## src/rtl/typedefs.sv

```systemverilog
// Shared retirement types: ROB entry layout, committed-store entry and drain FSM states.
// The optional performance counters in retire_commit are enabled by RETIRE_PERF_CNT_EN.
package typedefs;

    localparam int XLEN   = 32;
    localparam int PREG_W = 6;

    typedef struct packed {
        logic RegWrite;
        logic MemWrite;
    } controlStruct;

    typedef struct packed {
        logic              valid;
        logic              complete;
        controlStruct      control;
        logic [PREG_W-1:0] rd_old;
        logic [XLEN-1:0]   result;
        logic [XLEN-1:0]   mem_data;
    } robEntryStruct;

    typedef struct packed {
        logic [XLEN-1:0] addr;
        logic [XLEN-1:0] data;
    } sqEntryStruct;

    typedef enum logic [0:0] {
        DR_IDLE = 1'b0,
        DR_REQ  = 1'b1
    } drainStateEnum;

    // A store's address is the ALU result; its payload travels in mem_data.
    function automatic sqEntryStruct sq_entry(input robEntryStruct e);
        sqEntryStruct s;
        s.addr = e.result;
        s.data = e.mem_data;
        return s;
    endfunction

endpackage

```

## src/rtl/store_queue.sv

```systemverilog
// Committed-store circular buffer: up to two pushes (lane 1 first) and one pop per cycle,
// with a credit flag that guarantees room for a worst-case two-store retire.
module store_queue
    import typedefs::*;
#(
    parameter int SQ_DEPTH = 4
) (
    input  logic                         clk,
    input  logic                         reset,
    input  logic                         push1_i,
    input  logic                         push2_i,
    input  sqEntryStruct                 entry1_i,
    input  sqEntryStruct                 entry2_i,
    input  logic                         pop_i,
    output sqEntryStruct                 head_o,
    output logic [$clog2(SQ_DEPTH):0]    count_next_o,
    output logic                         credit_o
);

    localparam int PTR_W = $clog2(SQ_DEPTH);
    localparam int CNT_W = PTR_W + 1;
    localparam logic [CNT_W-1:0] CREDIT_MAX = CNT_W'(SQ_DEPTH - 2);

    sqEntryStruct     mem_q [SQ_DEPTH];
    logic [PTR_W-1:0] head_q, head_d;
    logic [PTR_W-1:0] tail_q, tail_d;
    logic [PTR_W-1:0] tail_p1;
    logic [CNT_W-1:0] count_q, count_d;
    logic [1:0]       n_push;
    logic             wr_a_en, wr_b_en;
    sqEntryStruct     wr_a, wr_b;

    // A lone lane-2 store lands in the tail slot, exactly like a lone lane-1 store.
    always_comb begin
        n_push  = {1'b0, push1_i} + {1'b0, push2_i};
        tail_p1 = tail_q + PTR_W'(1);
        wr_a_en = push1_i | push2_i;
        wr_a    = push1_i ? entry1_i : entry2_i;
        wr_b_en = push1_i & push2_i;
        wr_b    = entry2_i;
        tail_d  = tail_q + PTR_W'(n_push);
        head_d  = head_q + PTR_W'(pop_i);
        count_d = count_q + CNT_W'(n_push) - CNT_W'(pop_i);
    end

    always_ff @(posedge clk or negedge reset) begin
        if (!reset) begin
            head_q  <= '0;
            tail_q  <= '0;
            count_q <= '0;
        end else begin
            head_q  <= head_d;
            tail_q  <= tail_d;
            count_q <= count_d;
        end
    end

    always_ff @(posedge clk) begin
        if (wr_a_en) mem_q[tail_q]  <= wr_a;
        if (wr_b_en) mem_q[tail_p1] <= wr_b;
    end

    assign head_o       = mem_q[head_q];
    assign count_next_o = count_d;
    assign credit_o     = (count_q <= CREDIT_MAX);

endmodule

```

## src/rtl/retire_commit.sv

```systemverilog
// Two-wide in-order retirement: frees stale physical registers and drains committed stores.
// Define RETIRE_PERF_CNT_EN to build the retired/store performance counters.
module retire_commit
    import typedefs::*;
#(
    parameter int SQ_DEPTH = 4
) (
    input  logic              clk,
    input  logic              reset,
    input  robEntryStruct     rob_in1,
    input  robEntryStruct     rob_in2,
    output logic              in_ready,
    output logic              free_valid1,
    output logic              free_valid2,
    output logic [PREG_W-1:0] free_reg1,
    output logic [PREG_W-1:0] free_reg2,
    output logic              mem_wr_valid,
    output logic [XLEN-1:0]   mem_wr_addr,
    output logic [XLEN-1:0]   mem_wr_data,
    input  logic              mem_wr_ready,
    output logic [31:0]       retired_count,
    output logic [31:0]       store_count
);

    localparam int CNT_W = $clog2(SQ_DEPTH) + 1;

    logic              ret1, ret2;
    logic              push1, push2, pop;
    logic              free1_d, free2_d;
    logic [PREG_W-1:0] freg1_d, freg2_d;
    logic              free1_q, free2_q;
    logic [PREG_W-1:0] freg1_q, freg2_q;
    logic [CNT_W-1:0]  sq_count_next;
    sqEntryStruct      head;
    drainStateEnum     state_q, state_d;

    // Lane 2 is gated by lane 1 so retirement never skips an older entry.
    always_comb begin
        ret1    = in_ready & rob_in1.valid & rob_in1.complete;
        ret2    = ret1 & rob_in2.valid & rob_in2.complete;
        free1_d = ret1 & rob_in1.control.RegWrite & (rob_in1.rd_old != '0);
        free2_d = ret2 & rob_in2.control.RegWrite & (rob_in2.rd_old != '0);
        freg1_d = free1_d ? rob_in1.rd_old : '0;
        freg2_d = free2_d ? rob_in2.rd_old : '0;
        push1   = ret1 & rob_in1.control.MemWrite;
        push2   = ret2 & rob_in2.control.MemWrite;
        pop     = mem_wr_valid & mem_wr_ready;
    end

    always_ff @(posedge clk or negedge reset) begin
        if (!reset) begin
            free1_q <= 1'b0;
            free2_q <= 1'b0;
            freg1_q <= '0;
            freg2_q <= '0;
        end else begin
            free1_q <= free1_d;
            free2_q <= free2_d;
            freg1_q <= freg1_d;
            freg2_q <= freg2_d;
        end
    end

    assign free_valid1 = free1_q;
    assign free_valid2 = free2_q;
    assign free_reg1   = freg1_q;
    assign free_reg2   = freg2_q;

    store_queue #(
        .SQ_DEPTH (SQ_DEPTH)
    ) u_sq (
        .clk          (clk),
        .reset        (reset),
        .push1_i      (push1),
        .push2_i      (push2),
        .entry1_i     (sq_entry(rob_in1)),
        .entry2_i     (sq_entry(rob_in2)),
        .pop_i        (pop),
        .head_o       (head),
        .count_next_o (sq_count_next),
        .credit_o     (in_ready)
    );

    always_ff @(posedge clk or negedge reset) begin
        if (!reset) state_q <= DR_IDLE;
        else        state_q <= state_d;
    end

    // Decisions use the post-update count so a fresh store requests the very next cycle
    // and a store pushed during the final pop keeps the request alive.
    always_comb begin
        state_d      = state_q;
        mem_wr_valid = 1'b0;
        mem_wr_addr  = '0;
        mem_wr_data  = '0;
        case (state_q)
            DR_IDLE: begin
                if (sq_count_next != '0) state_d = DR_REQ;
            end
            DR_REQ: begin
                mem_wr_valid = 1'b1;
                mem_wr_addr  = head.addr;
                mem_wr_data  = head.data;
                if (mem_wr_ready && (sq_count_next == '0)) state_d = DR_IDLE;
            end
            default: state_d = DR_IDLE;
        endcase
    end

`ifdef RETIRE_PERF_CNT_EN
    logic [31:0] retired_q, stores_q;

    always_ff @(posedge clk or negedge reset) begin
        if (!reset) begin
            retired_q <= '0;
            stores_q  <= '0;
        end else begin
            retired_q <= retired_q + 32'(ret1) + 32'(ret2);
            stores_q  <= stores_q + 32'(pop);
        end
    end

    assign retired_count = retired_q;
    assign store_count   = stores_q;
`else
    assign retired_count = '0;
    assign store_count   = '0;
`endif

endmodule
```

## config.mk

```make
export PLATFORM = sky130hd
export DESIGN_NAME = retire_commit
export DESIGN_NICKNAME = d
export VERILOG_FILES = /design/src/rtl/typedefs.sv /design/src/rtl/store_queue.sv /design/src/rtl/retire_commit.sv
export SDC_FILE = /design/constraint.sdc
export NUM_CORES = 1
export LEC_CHECK = 0
export ABC_AREA = 1
export CAP_MARGIN = 10
export CORE_ASPECT_RATIO = 0.8
export CORE_MARGIN = 2
export CORE_UTILIZATION = 25
export CTS_BUF_LIST = sky130_fd_sc_hd__clkbuf_4
export CTS_CLUSTER_DIAMETER = 30
export DETAILED_ROUTE_END_ITERATION = 8
export GPL_TIMING_DRIVEN = 0
export MAX_ROUTING_LAYER = met4
export PLACE_DENSITY = 0.47
export SLEW_MARGIN = 0
export SYNTH_ARGS = -nofsm -noshare
export SYNTH_HDL_FRONTEND = slang
export SYNTH_HIERARCHICAL = 1
export SYNTH_SLANG_ARGS = --single-unit
```

## constraint.sdc

```tcl
create_clock -name clk -period 8.8 [get_ports clk]
set_clock_uncertainty 0.2 [all_clocks]
set_input_delay 1.32 -clock clk [delete_from_list [all_inputs] [get_ports clk]]
set_output_delay 1.32 -clock clk [all_outputs]
set_load 0.02 [all_outputs]
```

### Word level (Yosys, flattened, before mapping)

Memory sizes are Yosys's and may differ from the RTL's.
Cells that the tools add are included.

* register bits: 22
* RAM bits: 256
* input port bits: 151
* output and inout port bits: 144
* logic and storage cells: 48
* memories kept: 1

* add/subtract/negate cells: 6
* magnitude comparators: 1
* muxes and demuxes: 13
* bitwise gates (word level): 14
* reductions and logical operators: 5

Memory list
* u_sq.mem_q: depth 4, bits a word 64, rd ports 1, clocked after Yosys merged registers in 0, wr ports 2, line store_queue.sv:24 `sqEntryStruct mem_q [SQ_DEPTH];`

Operators with widths (number)
* two-way mux 32 bit: 2
* two-way mux 64 bit: 1
* AND 1 bit: 12
* two-way mux 6 bit: 2
* nonzero test 6 bit: 2
* two-way mux 1 bit: 7
* adder 3 x 2 -> 3 bit: 1
* less-or-equal comparator 3 x 2 -> 1 bit, second input constant: 1
* zero test 3 bit: 1
* nonzero test 3 bit: 1
* subtractor 3 x 1 -> 3 bit: 1
* adder 1 x 1 -> 2 bit: 1
* adder 2 x 1 -> 2 bit: 1
* adder 2 x 1 -> 2 bit, second input constant: 1
* adder 2 bit: 1
* case mux 1 bit (2 select lines): 1
* logical AND 1 bit: 1
* NOT 1 bit: 1
* bitwise OR 1 bit: 1

### Longest topological paths before layout

* depth in word-level cells: 13
* gate-level depth with buffers: 16
* depth with buffers taken out: 15

### Cells and area by module

Netlist, hierarchy kept.

By module, submodules not included
* store_queue: instances 1, cells each 2141, area each 16007.9 um^2, sequential area each 7862.5 um^2
* retire_commit: instances 1, cells each 263, area each 1597.8 um^2, sequential area each 375.4 um^2

### Worst setup path after synthesis

OpenSTA, ideal clock, no wires.

* kind: input to register
* start: input port rob_in1[72] (netlist name)
* end: memory u_sq/mem_q[0][0] (netlist name) (enable)
* data arrival time: 6.562 ns
* required time: 8.026 ns
* setup slack: 1.464 ns
* stages on the path: 6
* path buffers: 1
* cells stage by stage: nand3_2 nor2_1 inv_1 buf_2 ha_1 o21ai_0

RTL lines
* start: declaration: line retire_commit.sv:10 `input robEntryStruct rob_in1,`
* end: declaration: line store_queue.sv:24

==> qor.csv <==
metric,value,unit
CP Max Fanout,10,
mapped cell area,17600,um^2
Final Util,0.329,
CTS Hold Buffers Added,0,
Worst-path clk slew,0.06,ns
Syn. warnings,6,
status,"complete, no violations",
Crit. Startpoint,u_sq/head_q[1],
clk buf depth,3,
max_cap viols,0,
WP data required,7.28,ns
overall power,0.00635,W
total core area,69300,um^2
Placed Area,21600,um^2
final wirelength,69.1,mm
Avg Inst Size Synth,7.32,um^2
Die Ht,241,um
Initial Utilization,0.254,
leakage,11.6,nW
via count,17200,
largest net degree at the start of global routing,24,
global-route wire length before repair,102,mm
Max VDD drop,216,uV
clock root cell,clkbuf_4,
wire length per cell,18.2,um
count of cell types in the netlist,25,
die area,72600,um^2
Synth Instances,2404,
Least-Margin Pin Slew,1.04,ns
clock sink count,278,
Vias per Instance,4.53,
critical path start-end classification,reg2out,
antenna violations before repair,4,
commonest cells in the netlist,"nand2_1, inv_1, edfxtp_1",
Residual DRC,0,
First DRT Iteration DRCs,1603,
fraction of layout cells with a size suffix above 1,0.133,
total CTS buffers,95,
final-report setup violation count,0,
"Seq/Total Area, Yosys",0.468,
drt pass-1 iters,7,
Final period util,0.534,
largest area contributor in the netlist,edfxtp_1,
GRT overflow,0,
antenna-violating nets left,0,
Syn-to-layout area delta,29.4,%
number of port buffers,230,
Post-synth ARST share,0.0791,
worst hold start,u_sq/tail_q[0],
Yosys reg bits,278,
GPL Wtd Cong,0.857,
Min-Delay Path Class,reg2reg,
total track usage,0.192,
die width,301,um
Post-CTS Setup Repair Bufs,0,
slew margin rel.,0.307,
setup ws final,4.10,ns
cell with the most instances after synthesis,nand2_1,
Worst EP arrival,3.18,ns
number of gates resized after cts,0,
prevailing post-synth register cell,edfxtp_1,
largest cells by area after synthesis,"edfxtp_1, nand2_1, inv_1",
NumNets Final,2963,
number of global-route vias before repair,16800,
HPWL after detailed placement,48.3,mm
worst hold slack,0.328,ns
row count,86,
Top Ports,295,
Yosys top cell area share,0.437,
Worst R2R Start,u_sq/count_q[0],
CTS tree,done,
RSZ-0062 raised after global routing,false,
Setup WS pre-CTS,3.97,ns
H-tree depth,3,
CP Launch Type,flop,
Post-synth EDFFs,256,
cell area after layout,22800,um^2
final worst path period need,4.70,ns
FMAX,0.213,GHz
worst skew pair latency,0.86,ns
fillers,7460,
Max Transition Viols Final,0,
pwr dens,279,nW/um^2
Critical Path End Type,output pin,
final hold violation count,0,
-- power by group --
part           internal, W  switching (W)
logic              0.00110        0.00226
registers          0.00155      0.0000243
clock network     0.000777       0.000640
total              0.00343        0.00292
-- worst paths after layout --
| kind | endpoint | slack (ns) | cells after the start |
|---|---|---|---|
| max | mem_wr_addr[30] | 4.10 | 7 |
| min | u_sq/tail_q[0] | 0.33 | 1 |
| max reg2reg | u_sq/mem_q[0][27] | 5.06 | 9 |
| min reg2reg | u_sq/tail_q[0] | 0.33 | 1 |
| max in group asynchronous | u_sq/tail_q[1] | 6.93 | 1 |
| min in group asynchronous | u_sq/count_q[1] | 0.83 | 1 |
-- layout make-up --
| type | count | area (um^2) | area share |
|---|---|---|---|
| inverter | 355 | 1330 | 0.0585 |
| multi-input combinational | 1600 | 6900 | 0.303 |
| antenna | 8 | 20.0 | 0.000879 |
| buffer | 234 | 1410 | 0.0620 |
| clock buffer | 126 | 946 | 0.0415 |
| timing repair buffer | 240 | 2520 | 0.111 |
| clock inverter | 36 | 251 | 0.0110 |
| tap | 924 | 1160 | 0.0508 |
| sequential | 278 | 8240 | 0.362 |
-- flip-flops by register name, summed over array words and instances (netlist names) --
signal and count:
free_reg1 6, u_sq/tail_q 2, u_sq/head_q 2, state_q 1, free_valid1 1, free_reg2 6, u_sq/mem_q 256, free_valid2 1
u_sq/count_q 3
-- layer usage --
metal / wire length, um / global-route usage
met5: 0 / -
met4: 2000 / 0.0677
met3: 6000 / 0.0441
met2: 32100 / 0.305
met1: 29000 / 0.238
-- cells in the final DEF, fill, tap and decap left out, types with 4 or more instances in the layout --
cell type / count
buf_12: 8
dfrtp_1: 22
clkinv_2: 9
nand3_1: 199
clkinv_1: 22
clkbuf_4: 126
inv_1: 342
nand2_1: 1104
nor2_1: 19
clkdlybuf4s50_1: 230
conb_1: 64
clkbuf_1: 21
ha_1: 7
o21ai_4: 4
diode_2: 8
buf_4: 93
inv_2: 14
buf_6: 6
bufinv_16: 4
nand4_1: 192
buf_2: 112
edfxtp_1: 256
-- logic make-up (layout without fill, tap and decap cells) --
kind of cell               after synthesis  after routing  share of synthesized area
adders and majority gates                8              8                    0.00611
other                                    1             72                   0.000213
AOI/OAI and AO/OA                        6              6                    0.00171
DFF                                    278            278                      0.468
xor gates and xnor gates                 1              1                   0.000498
buffers and inverters                  589            991                      0.156
and+or+nand+nor                       1521           1521                      0.368
-- stage by stage --
| step | setup TNS, ns | cells |
|---|---|---|
| 6_report | 0 | 3801 |
| 5_1_grt | 0 | 3800 |
| 4_1_cts | 0 | 3793 |
| 3_5_place_dp | 0 | 3631 |
| 3_3_place_gp | -887.30 | 3621 |
| 2_1_floorplan | 0 | 2467 |
-- critical path: stages (launching register included) --
cell and delay, ns:
dfrtp_1 0.39, inv_2 0.26, buf_1 0.57, nand3_1 0.14, nand2_1 0.10, nand2_1 0.13
inv_1 0.10, clkdlybuf4s50_1 0.61
No activity file was read; power rests on OpenSTA's default activity.
